File: src/rtl/sysid_info_regs.sv
// System identification block: read-only ID/timestamp words, free-running uptime
// counter with a snapshot of its upper bits, a freeze/clear control word and scratch registers.
module sysid_info_regs #(
  parameter logic [31:0] SYSTEM_ID   = 32'h57FA_9A28,
  parameter logic [31:0] TIMESTAMP   = 32'h0,
  parameter int          UPTIME_W    = 48,
  parameter int          NUM_SCRATCH = 2
) (
  input  logic        clock,
  input  logic        reset_n,
  input  logic [3:0]  address,
  input  logic        read,
  input  logic        write,
  input  logic [31:0] writedata,
  input  logic [3:0]  byteenable,
  output logic [31:0] readdata,
  output logic        readdatavalid
);

  localparam logic [3:0] ADDR_SYSID   = 4'd0;
  localparam logic [3:0] ADDR_TSTAMP  = 4'd1;
  localparam logic [3:0] ADDR_UP_LO   = 4'd2;
  localparam logic [3:0] ADDR_UP_HI   = 4'd3;
  localparam logic [3:0] ADDR_CONTROL = 4'd4;
  localparam int         SCRATCH_BASE = 5;

  logic [UPTIME_W-1:0] uptime_cnt;
  logic [63:0]         uptime_ext;
  logic [31:0]         uptime_hi;
  logic                freeze;
  logic [31:0]         scratch [NUM_SCRATCH];

  logic                wr_en;
  logic                ctrl_wr;
  logic                clear_req;
  logic [31:0]         rd_data;

  logic [31:0]         rdata_p0;
  logic                vld_p0;

  function automatic logic [31:0] merge_lanes(input logic [31:0] old_val,
                                              input logic [31:0] new_val,
                                              input logic [3:0]  be);
    logic [31:0] res;
    for (int b = 0; b < 4; b++) begin
      res[8*b +: 8] = be[b] ? new_val[8*b +: 8] : old_val[8*b +: 8];
    end
    return res;
  endfunction

  // A simultaneous read wins; the write half of the access is dropped.
  assign wr_en      = write & ~read;
  assign ctrl_wr    = wr_en & (address == ADDR_CONTROL);
  assign clear_req  = ctrl_wr & byteenable[0] & writedata[0];
  assign uptime_ext = 64'(uptime_cnt);

  always_comb begin
    rd_data = '0;
    case (address)
      ADDR_SYSID:   rd_data = SYSTEM_ID;
      ADDR_TSTAMP:  rd_data = TIMESTAMP;
      ADDR_UP_LO:   rd_data = uptime_ext[31:0];
      ADDR_UP_HI:   rd_data = uptime_hi;
      ADDR_CONTROL: rd_data = {30'b0, freeze, 1'b0};
      default: begin
        for (int i = 0; i < NUM_SCRATCH; i++) begin
          if (address == 4'(SCRATCH_BASE + i)) rd_data = scratch[i];
        end
      end
    endcase
  end

  // Register state and the read-capture stage (p0)
  always_ff @(posedge clock) begin
    if (!reset_n) begin
      uptime_cnt <= '0;
      uptime_hi  <= '0;
      freeze     <= 1'b0;
      for (int i = 0; i < NUM_SCRATCH; i++) scratch[i] <= '0;
      rdata_p0   <= '0;
      vld_p0     <= 1'b0;
    end else begin
      if (clear_req)    uptime_cnt <= '0;
      else if (!freeze) uptime_cnt <= uptime_cnt + UPTIME_W'(1);

      if (ctrl_wr && byteenable[0]) freeze <= writedata[1];

      // HI snapshot is taken from the same pre-update count that LO returns.
      if (read && (address == ADDR_UP_LO)) uptime_hi <= uptime_ext[63:32];

      for (int i = 0; i < NUM_SCRATCH; i++) begin
        if (wr_en && (address == 4'(SCRATCH_BASE + i)))
          scratch[i] <= merge_lanes(scratch[i], writedata, byteenable);
      end

      vld_p0 <= read;
      if (read) rdata_p0 <= rd_data;
    end
  end

  // Output stage (p1): a reset in this cycle cancels a read captured in p0
  always_ff @(posedge clock) begin
    if (!reset_n) begin
      readdata      <= '0;
      readdatavalid <= 1'b0;
    end else begin
      readdatavalid <= vld_p0;
      if (vld_p0) readdata <= rdata_p0;
    end
  end

endmodule

File: config.mk
export PLATFORM = sky130hd
export DESIGN_NAME = sysid_info_regs
export DESIGN_NICKNAME = d
export VERILOG_FILES = /design/src/rtl/sysid_info_regs.sv
export SDC_FILE = /design/constraint.sdc
export NUM_CORES = 1
export LEC_CHECK = 0
export ABC_AREA = 1
export ABC_CLOCK_PERIOD_IN_PS = 2200
export BUFFER_PORTS_ARGS = -buffer_cell sky130_fd_sc_hd__buf_4
export CORE_MARGIN = 3
export CORE_UTILIZATION = 40
export DETAILED_ROUTE_END_ITERATION = 10
export PLACE_DENSITY_LB_ADDON = 0.05
export SYNTH_ARGS = -nofsm -noshare
export SYNTH_HDL_FRONTEND = slang
export SYNTH_SLANG_ARGS = --single-unit
File: constraint.sdc
create_clock -name clock -period 2.2 [get_ports clock]
set_input_delay 0.11 -clock clock [delete_from_list [all_inputs] [get_ports clock]]
set_output_delay 0.11 -clock clock [all_outputs]
set_load 0.01 [all_outputs]
* Word-level counts from Yosys, hierarchy flattened *
Memories as Yosys holds them, arrays and structs flattened.
Cells that the tools add are included.

cells by class
  $add $sub $neg = 1
  $mul = 0
  div/mod/pow operators = 0
  $lt $le $gt $ge = 0
  eq/ne operators = 6
  shifts and indexed selects = 0
  mux-type cells = 20
  bitwise operators = 8
  reductions and logical operators = 6

operators by type and width
  cell                                           number
  case mux 32 bit (5 select lines)               1
  2-to-1 mux 32 bit                              4
  2-to-1 mux 8 bit                               8
  adder 48 x 1 -> 48 bit, second input constant  1
  == test 4 x 3 -> 1 bit, second input constant  3
  == test 4 x 2 -> 1 bit, second input constant  2
  2-to-1 mux 1 bit                               7
  bitwise AND 1 bit                              4
  == test 4 x 1 -> 1 bit, second input constant  1
  logical AND 1 bit                              4
  zero test 4 bit                                1
  NOT 1 bit                                      2
  OR 1 bit                                       2
  OR reduction 2 bit                             1

word-level totals
  bits in registers = 131
  bits in latches = 0
  RAM bits = 64
  ROM bits = 0
  input bits = 44
  output and inout port bits = 33
  word-level logic and storage cells = 49
  memories = 1

memories
  name     depth  bits a word  read ports  clocked after Yosys merged registers in  write ports  line  text
  scratch  2      32           2           0                                        2            31    logic [31:0] scratch [NUM_SCRATCH];

* Logic depth before layout (Yosys ltp) *
Gate-level depths: netlist of the first run.

  depth in word-level cells = 7
  depth in mapped cells = 10
  depth with buffers taken out = 10

* Worst setup path after synthesis of the first run *
No wires, ideal clock.

  path type = in2reg
  from = input reset_n
  to = memory scratch[0][10] (enable)
  arrival time = 1272 ps
  required time = 1816 ps
  path slack = 544 ps
  stages = 5
  path through = buf_6 clkinv_16 nor2_1 nand2_4 o21ai_0

RTL lines
  element          line  text
  start, declared  10    input logic reset_n,
  end, declared    31

==> summary.md, run 1 <==
| Metric | Value |
|---|---|
| Worst-path fanout max | 19 |
| Antenna violations before repair | 0 |
| R2R setup slack | roughly 0.45 ns |
| Post-CTS setup buffers | 0 |
| DP HPWL | 19300 um |
| Fin nets | 1298 |
| Most common flop cell mapped by yosys | dfxtp_1 |
| RSZ-0062 raised after global routing | false |
| Gr usage total | 21.5% |
| Max Freq | 0.495 GHz |
| Worst setup margin | 0.180 ns |
| Status | complete, no violations |
| Vias | 7708 |
| Clock Sinks | 195 |
| Total CTS buffers | 17 |
| Antenna-violating nets left | 0 |
| Io pins | 77 |
| Async set-reset flop share out of synthesis | 0% |
| Cts repair resizes | 0 |
| Max-cap violations | 0 |
| Core Area | 22200 sq um |
| Syn. warnings | 0 |
| Pwr Density | 713 nW/um^2 |
| R2R depth | 8 |
| CTS tree | built |
| H-tree levels | 4 |
| Post-Syn Nets | approximately 1200 |
| DRC viols | 0 |
| Layout cells sized above 1 | 16.5% |
| Setup TNS | 0 ns |
| Die area | 24900 sq um |
| Kind of critical path | in -> reg |
| Die width | roughly 160 um |
| Largest area contributor in the netlist | dfxtp_1 |
| Required @ worst endpoint | 2.27 ns |
| Worst IR Drop VDD | about 0.41 mV |
| DR vias/cell | roughly 5.0 |
| Die Span Y | approximately 160 um |
| Clock Path Buffers | 2 |
| Number of stages on the worst hold path | 3 |
| Syn_area_per_cell | 7.95 sq um |
| Final hold violations | 0 |
| Period utilization | 91.8% |
| RD Place Congestion | 0.904 |
| Synthesized instance count | 1160 |
| LEAKAGE | 4.37 nW |
| Cell variety after synth | 38 |
| Final setup skew | approximately 0.014 ns |
| Worst slew pin tran | 0.820 ns |
| Setup slack at placement | approximately 0.24 ns |
| Reg clk slew, reported paths | about 0.08 ns |
| R2r endpoint | uptime_cnt[43]$_SDFFE_PP0N_ |
| Worst hold path type | in -> reg |
| Worst EP arrival | 2.09 ns |
| Syn-to-layout area delta | 17.2% |
| Total wire length | 25800 um |
| Hold path start | writedata[24] |
| Max Slew Vio Count | 0 |
| Critical path capture point type | flop |
| Post-synth top area share | 28.5% |
| Pin count of the biggest net entering global routing | 71 |
| Flops & latches, synth | 195 |
| Congestion Overflow GR | 0 |
| Port bufs | 76 |
| Hold_buf cts | 19 |
| Top post-synthesis cells by area | dfxtp_1 (28%), edfxtp_1 (21%), nand2_1 (10%) |
| Worst skew pair latency | 0.44 ns |
| Placement Rows | 54 |
| Area of the mapped netlist | 9220 sq um |
| Number of flops mapped to enable cells by yosys | 64 |
| Avg WL per Cell | 16.7 um |
| Critical path launch point | reset_n |
| Final setup vio count | 0 |
| End of the worst hold path | scratch[0][24]$_SDFFCE_PN0P_ |
| Most frequent cell after synthesis | nand2_1 |
| Post-synthesis sequential area ratio | slightly below 50% |
| Post-layout min period | 2.02 ns |
| Initial Util | around two fifths |
| Vias in the first global route | 7037 |
| Final Util | 48.6% |
| Global-route wire length before repair | 40600 um |
| RR Startpoint | uptime_cnt[15]$_SDFFE_PP0N_ |
| # diodes | 0 |
| Initial drt markers | 599 |
| Worst slew margin | 45.3% |
| Initial DRT Pass Iterations | 5 |
| Clock Tree Root | clkbuf_16 |
| Post-synth top cells | nand2_1 (250), nor2_1 (176), inv_1 (134) |
| CP Launch Type | primary input |
## kinds of logic after synthesis
family                   after synthesis  share of synthesized area (%)
AO/OA/AOI/OAI                        181                           10.3
buffers and inverters                185                           9.57
XOR/XNOR                               7                          0.665
AND/OR/NAND/NOR                      591                           30.0
flip-flops                           195                           49.3
adder cells (fa/ha/maj)                1                          0.136
## per-stage QoR
step	power, mW	cells	hold WS [ns]	cell area (sq um)
floorplan	4.29	1160	0.289	9220
global placement	4.51	1495	0.439	9990
detailed placement	4.52	1495	0.441	9990
CTS	7.77	1546	0.000628	10800
global route	7.99	1546	0.0131	10800
finish	7.71	1546	0.0142	10800
## worst max-delay path, stage by stage
cell and delay (ns):
dlygate4sd3_1 0.53, buf_4 0.22, clkinv_16 0.10, nor2_1 0.19, nand2_1 0.14, nand2_1 0.09
inv_1 0.07, a21oi_1 0.64
## cell usage in the layout, fill, tap and decap left out, types with 2 or more instances in the layout
master,count
a21o_1,2
a21oi_1,71
buf_4,98
clkbuf_16,17
clkinv_8,4
dfxtp_1,131
dlygate4sd3_1,19
edfxtp_1,64
inv_1,134
inv_12,4
inv_2,4
inv_4,2
inv_6,3
inv_8,4
nand2_1,250
nand2_2,8
nand2_4,2
nand3_1,68
nand3_2,4
nand3_4,2
nand4_1,15
nor2_1,176
nor2_2,17
nor2_4,32
nor2b_1,4
nor3_1,7
nor3_2,2
nor3b_1,2
o211ai_1,4
o21ai_0,78
o21ai_1,14
o22ai_1,10
xor2_1,7
## final cells by class
cell class / instances / area [sq um]
fillers: 2238 / 11400
flip-flops and latches: 195 / 4540
multi-input cells: 780 / 3790
repair buffers: 117 / 926
inverters: 142 / 569
clock buffers: 17 / 425
well taps: 280 / 350
clock inverters: 15 / 198
## report_power, final
group	internal (mW)	total [mW]	switching, mW
Clock	1.58	3.25	1.67
Sequential	3.85	3.90	0.0582
Combinational	0.215	0.553	0.338
Total	5.64	7.71	2.06
## per-layer routing
layer / part of all wire (%) / global-route usage [%] / up-vias
li1: - / - / 3909
met1: 50 / 33.1 / 3535
met2: 43 / 31.6 / 232
met3: 5.7 / 3.25 / 32
met4: 1.4 / 4.92 / 0
met5: 0 / 0 / -
## worst max path at each step
stage                              endpoint  depth (start not counted)
2_1_floorplan  scratch[0][10]$_SDFFCE_PN0P_                          5
3_3_place_gp   scratch[0][36]$_SDFFCE_PN0P_                          7
3_5_place_dp   scratch[0][32]$_SDFFCE_PN0P_                          7
4_1_cts        scratch[0][35]$_SDFFCE_PN0P_                          8
5_1_grt        scratch[0][60]$_SDFFCE_PN0P_                          8
6_report       scratch[0][32]$_SDFFCE_PN0P_                          8
## flip-flops by register name (all words and copies together) (netlist names)
signal / count
vld_p0: 1
readdatavalid: 1
freeze: 1
uptime_cnt: 48
uptime_hi: 16
scratch: 64
readdata: 32
rdata_p0: 32
Note: power is estimated with default switching activity, not from simulation.
==> inputs of run 2 (changes only) <==
--- a/config.mk
+++ b/config.mk
@@ -7,7 +7,7 @@
 export LEC_CHECK = 0
 export ABC_AREA = 1
 export ABC_CLOCK_PERIOD_IN_PS = 2200
-export BUFFER_PORTS_ARGS = -buffer_cell sky130_fd_sc_hd__buf_4
+export BUFFER_PORTS_ARGS = -buffer_cell sky130_fd_sc_hd__clkbuf_2
 export CORE_MARGIN = 3
 export CORE_UTILIZATION = 40
 export DETAILED_ROUTE_END_ITERATION = 10
==> run 2 against run 1 <==
  * Die area stayed put
  * Sequential share of layout area is 0.83 points higher
  * Wire length is 1.2% higher
  * Clock skew is 0.0043 ns higher
  * Via count hardly changed
  * Flip-flop and latch count stayed put
  * Clock power hardly changed
  * Register-to-register slack better by 0.03 ns
==> summary.md, run 2 (synthesis results as in run 1) <==
| Metric | Value |
|---|---|
| Worst hold path type | in -> reg (unchanged) |
| Period utilization | 78.2% (was 91.8%) |
| Reg with most FFs | scratch (unchanged) |
| Largest register FFs | 64 (unchanged) |
| Critical path, cell by cell | ha_1 > nand3_1 > inv_1 > nand3_1 > nor2_2 > nand3_1 > nor2b_1 > nor2_1 (was dlygate4sd3_1 > buf_4 > clkinv_16 > nor2_1 > nand2_1 > nand2_1 > inv_1 > a21oi_1) |
| Most common cell after layout, fill and taps aside | nand2_1 (unchanged) |
| Largest regs | scratch: 64 flops, uptime_cnt: 48 flops (unchanged) |
| # diodes | 0 (unchanged) |
| Min Hold Slack | 0.0114 ns (was 0.0142 ns) |
| Worst slew margin | 44.4% (was 45.3%) |
| Total CTS buffers | 17 (unchanged) |
| Global-route wire length before repair | 40300 um (was 40600 um) |
| Max Slew Vio Count | 0 (unchanged) |
| Avg WL per Cell | 16.9 um (was 16.7 um) |
| Initial DRT Pass Iterations | 5 (unchanged) |
| Post-layout min period | 1.72 ns (was 2.02 ns) |
| DRC viols | 0 (unchanged) |
| Fin nets | 1295 (was 1298) |
| Die area | 24900 sq um (unchanged) |
| Max Freq | 0.581 GHz (was 0.495 GHz) |
| Die Span Y | 158 um (unchanged) |
| CTS tree | built (unchanged) |
| Most frequent CP cell | nand3_1 (was nand2_1) |
| Worst skew pair latency | 0.45 ns (was 0.44 ns) |
| Reg clk slew, reported paths | 0.08 ns (about the same) |
| WP buf/inv | 1 (was 4) |
| RR Startpoint | uptime_cnt[1]$_SDFFE_PP0N_ (was uptime_cnt[15]$_SDFFE_PP0N_) |
| Switch share | 27.1% (was 26.8%) |
| Final setup skew | 0.0184 ns (was 0.0140 ns) |
| Pwr Density | 724 nW/um^2 (was 713 nW/um^2) |
| Initial Util | 41.5% (unchanged) |
| Critical path capture point type | flop (unchanged) |
| CP Launch Type | flop (was primary input) |
| Clock Path Buffers | 2 (unchanged) |
| Gate power share | 6.7% (was 7.2%) |
| Critical path launch point | uptime_cnt[1]$_SDFFE_PP0N_ (was reset_n) |
| Setup TNS | 0 ns (unchanged) |
| Worst slew pin tran | 0.833 ns (was 0.820 ns) |
| Reg power frac | 50.9% (was 50.7%) |
| DP HPWL | 19200 um (was 19300 um) |
| Vias in the first global route | 7020 (was 7037) |
| Clock Sinks | 195 (unchanged) |
| Worst IR Drop VDD | 0.453 mV (was 0.409 mV) |
| Gr usage total | 21.3% (was 21.5%) |
| LEAKAGE | 4.30 nW (was 4.37 nW) |
| Congestion Overflow GR | 0 (unchanged) |
| Hold path start | writedata[20] (was writedata[24]) |
| Antenna violations before repair | 0 (unchanged) |
| Required @ worst endpoint | 2.59 ns (was 2.27 ns) |
| Antenna-violating nets left | 0 (unchanged) |
| Die width | 158 um (unchanged) |
| Layout cells sized above 1 | 16.5% (about the same) |
| Placement Rows | 54 (unchanged) |
| Kind of critical path | reg -> reg (was in -> reg) |
| Syn-to-layout area delta | 14.9% (was 17.2%) |
| H-tree levels | 4 (unchanged) |
| Final hold violations | 0 (unchanged) |
| RD Place Congestion | 0.887 (was 0.904) |
| Pint | 5.60 mW (was 5.64 mW) |
| Pin count of the biggest net entering global routing | 71 (unchanged) |
| Final setup vio count | 0 (unchanged) |
| Core Area | 22200 sq um (unchanged) |
| Worst path top cell family by delay | simple AND/OR/NAND/NOR gates (was buffers and inverters) |
| Io pins | 77 (unchanged) |
| Most frequent cells in the layout | nand2_1 (250), nor2_1 (176), inv_1 (134) (unchanged) |
| RSZ-0062 raised after global routing | false (unchanged) |
| DR vias/cell | 4.99 (about the same) |
| CP max stage cell | dfxtp_1 (was a21oi_1) |
| Clock power frac | 42.4% (was 42.2%) |
| Vias | 7701 (was 7708) |
| Initial drt markers | 587 (was 599) |
| Port bufs | 76 (unchanged) |
| Psw | 2.08 mW (was 2.06 mW) |
| Total wire length | 26100 um (was 25800 um) |
| Worst-path fanout max | 6 (was 19) |
| Max incr delay on CP | 0.42 ns (was 0.64 ns) |
| Max-cap violations | 0 (unchanged) |
| Status | complete, no violations (unchanged) |
| Worst EP arrival | 2.11 ns (was 2.09 ns) |
| Clock Tree Root | clkbuf_16 (unchanged) |
## run 2: worst paths after layout
| path | endpoint | slack [ns] | cells past startpoint |
|---|---|---|---|
| worst max-delay path | uptime_cnt[40]$_SDFFE_PP0N_ | 0.48 | 8 |
| worst min-delay path | scratch[0][20]$_SDFFCE_PN0P_ | 0.01 | 3 |
| worst min register to register | uptime_hi[8]$_SDFFE_PN0P_ | 0.45 | 2 |
| worst max register to register | uptime_cnt[40]$_SDFFE_PP0N_ | 0.48 | 8 |
## run 2: repair_timing
item | 4_1_cts | 5_1_grt
gates resized for setup | 0 | 0
hold buffers | 17 | 0
setup buffers | 0 | 0
endpoints found under the hold margin | 32 | 0
## run 2: tightest hold or removal path, cell delays in order
cell      delay (ns)
clkbuf_2        0.07
inv_1           0.05
nor2_4          0.11
## run 2: area by class of cell
class / instances / area [sq um]
flip-flops and latches: 195 / 4540
multi-input cells: 780 / 3790
clock buffers: 17 / 425
fillers: 2206 / 11600
inverters: 142 / 569
well taps: 280 / 350
repair buffers: 114 / 721
clock inverters: 15 / 194
## run 2: metal layers
| layer | global-route usage, % | vias up | share of wire [%] |
|---|---|---|---|
| li1 | - | 3905 | - |
| met1 | 32.8 | 3575 | 51 |
| met2 | 31.5 | 198 | 43 |
| met3 | 3.31 | 23 | 5.1 |
| met4 | 4.92 | 0 | 1.1 |
| met5 | 0 | - | 0 |
## run 2: power groups by stage
stage / clock, mW / combinational, mW / sequential, mW
final: 3.25 / 0.517 / 3.90
after global routing: 3.44 / 0.580 / 3.92
after CTS: 3.32 / 0.519 / 3.91
after detailed placement: 0 / 0.493 / 3.99
after global placement: 0 / 0.491 / 3.99
after floorplan: 0 / 0.295 / 3.99
## run 2: per-stage QoR
stage / utilization, % / std cells / setup WS (ns) / total power [mW] / area, sq um
final: 47.7 / 1543 / 0.479 / 7.68 / 10600
after global routing: 47.7 / 1543 / 0.324 / 7.94 / 10600
after CTS: 47.7 / 1543 / 0.471 / 7.74 / 10600
after detailed placement: 44.1 / 1494 / 0.162 / 4.48 / 9810
after global placement: 44.1 / 1494 / 0.161 / 4.48 / 9810
after floorplan: - / 1160 / 0.544 / 4.29 / 9220
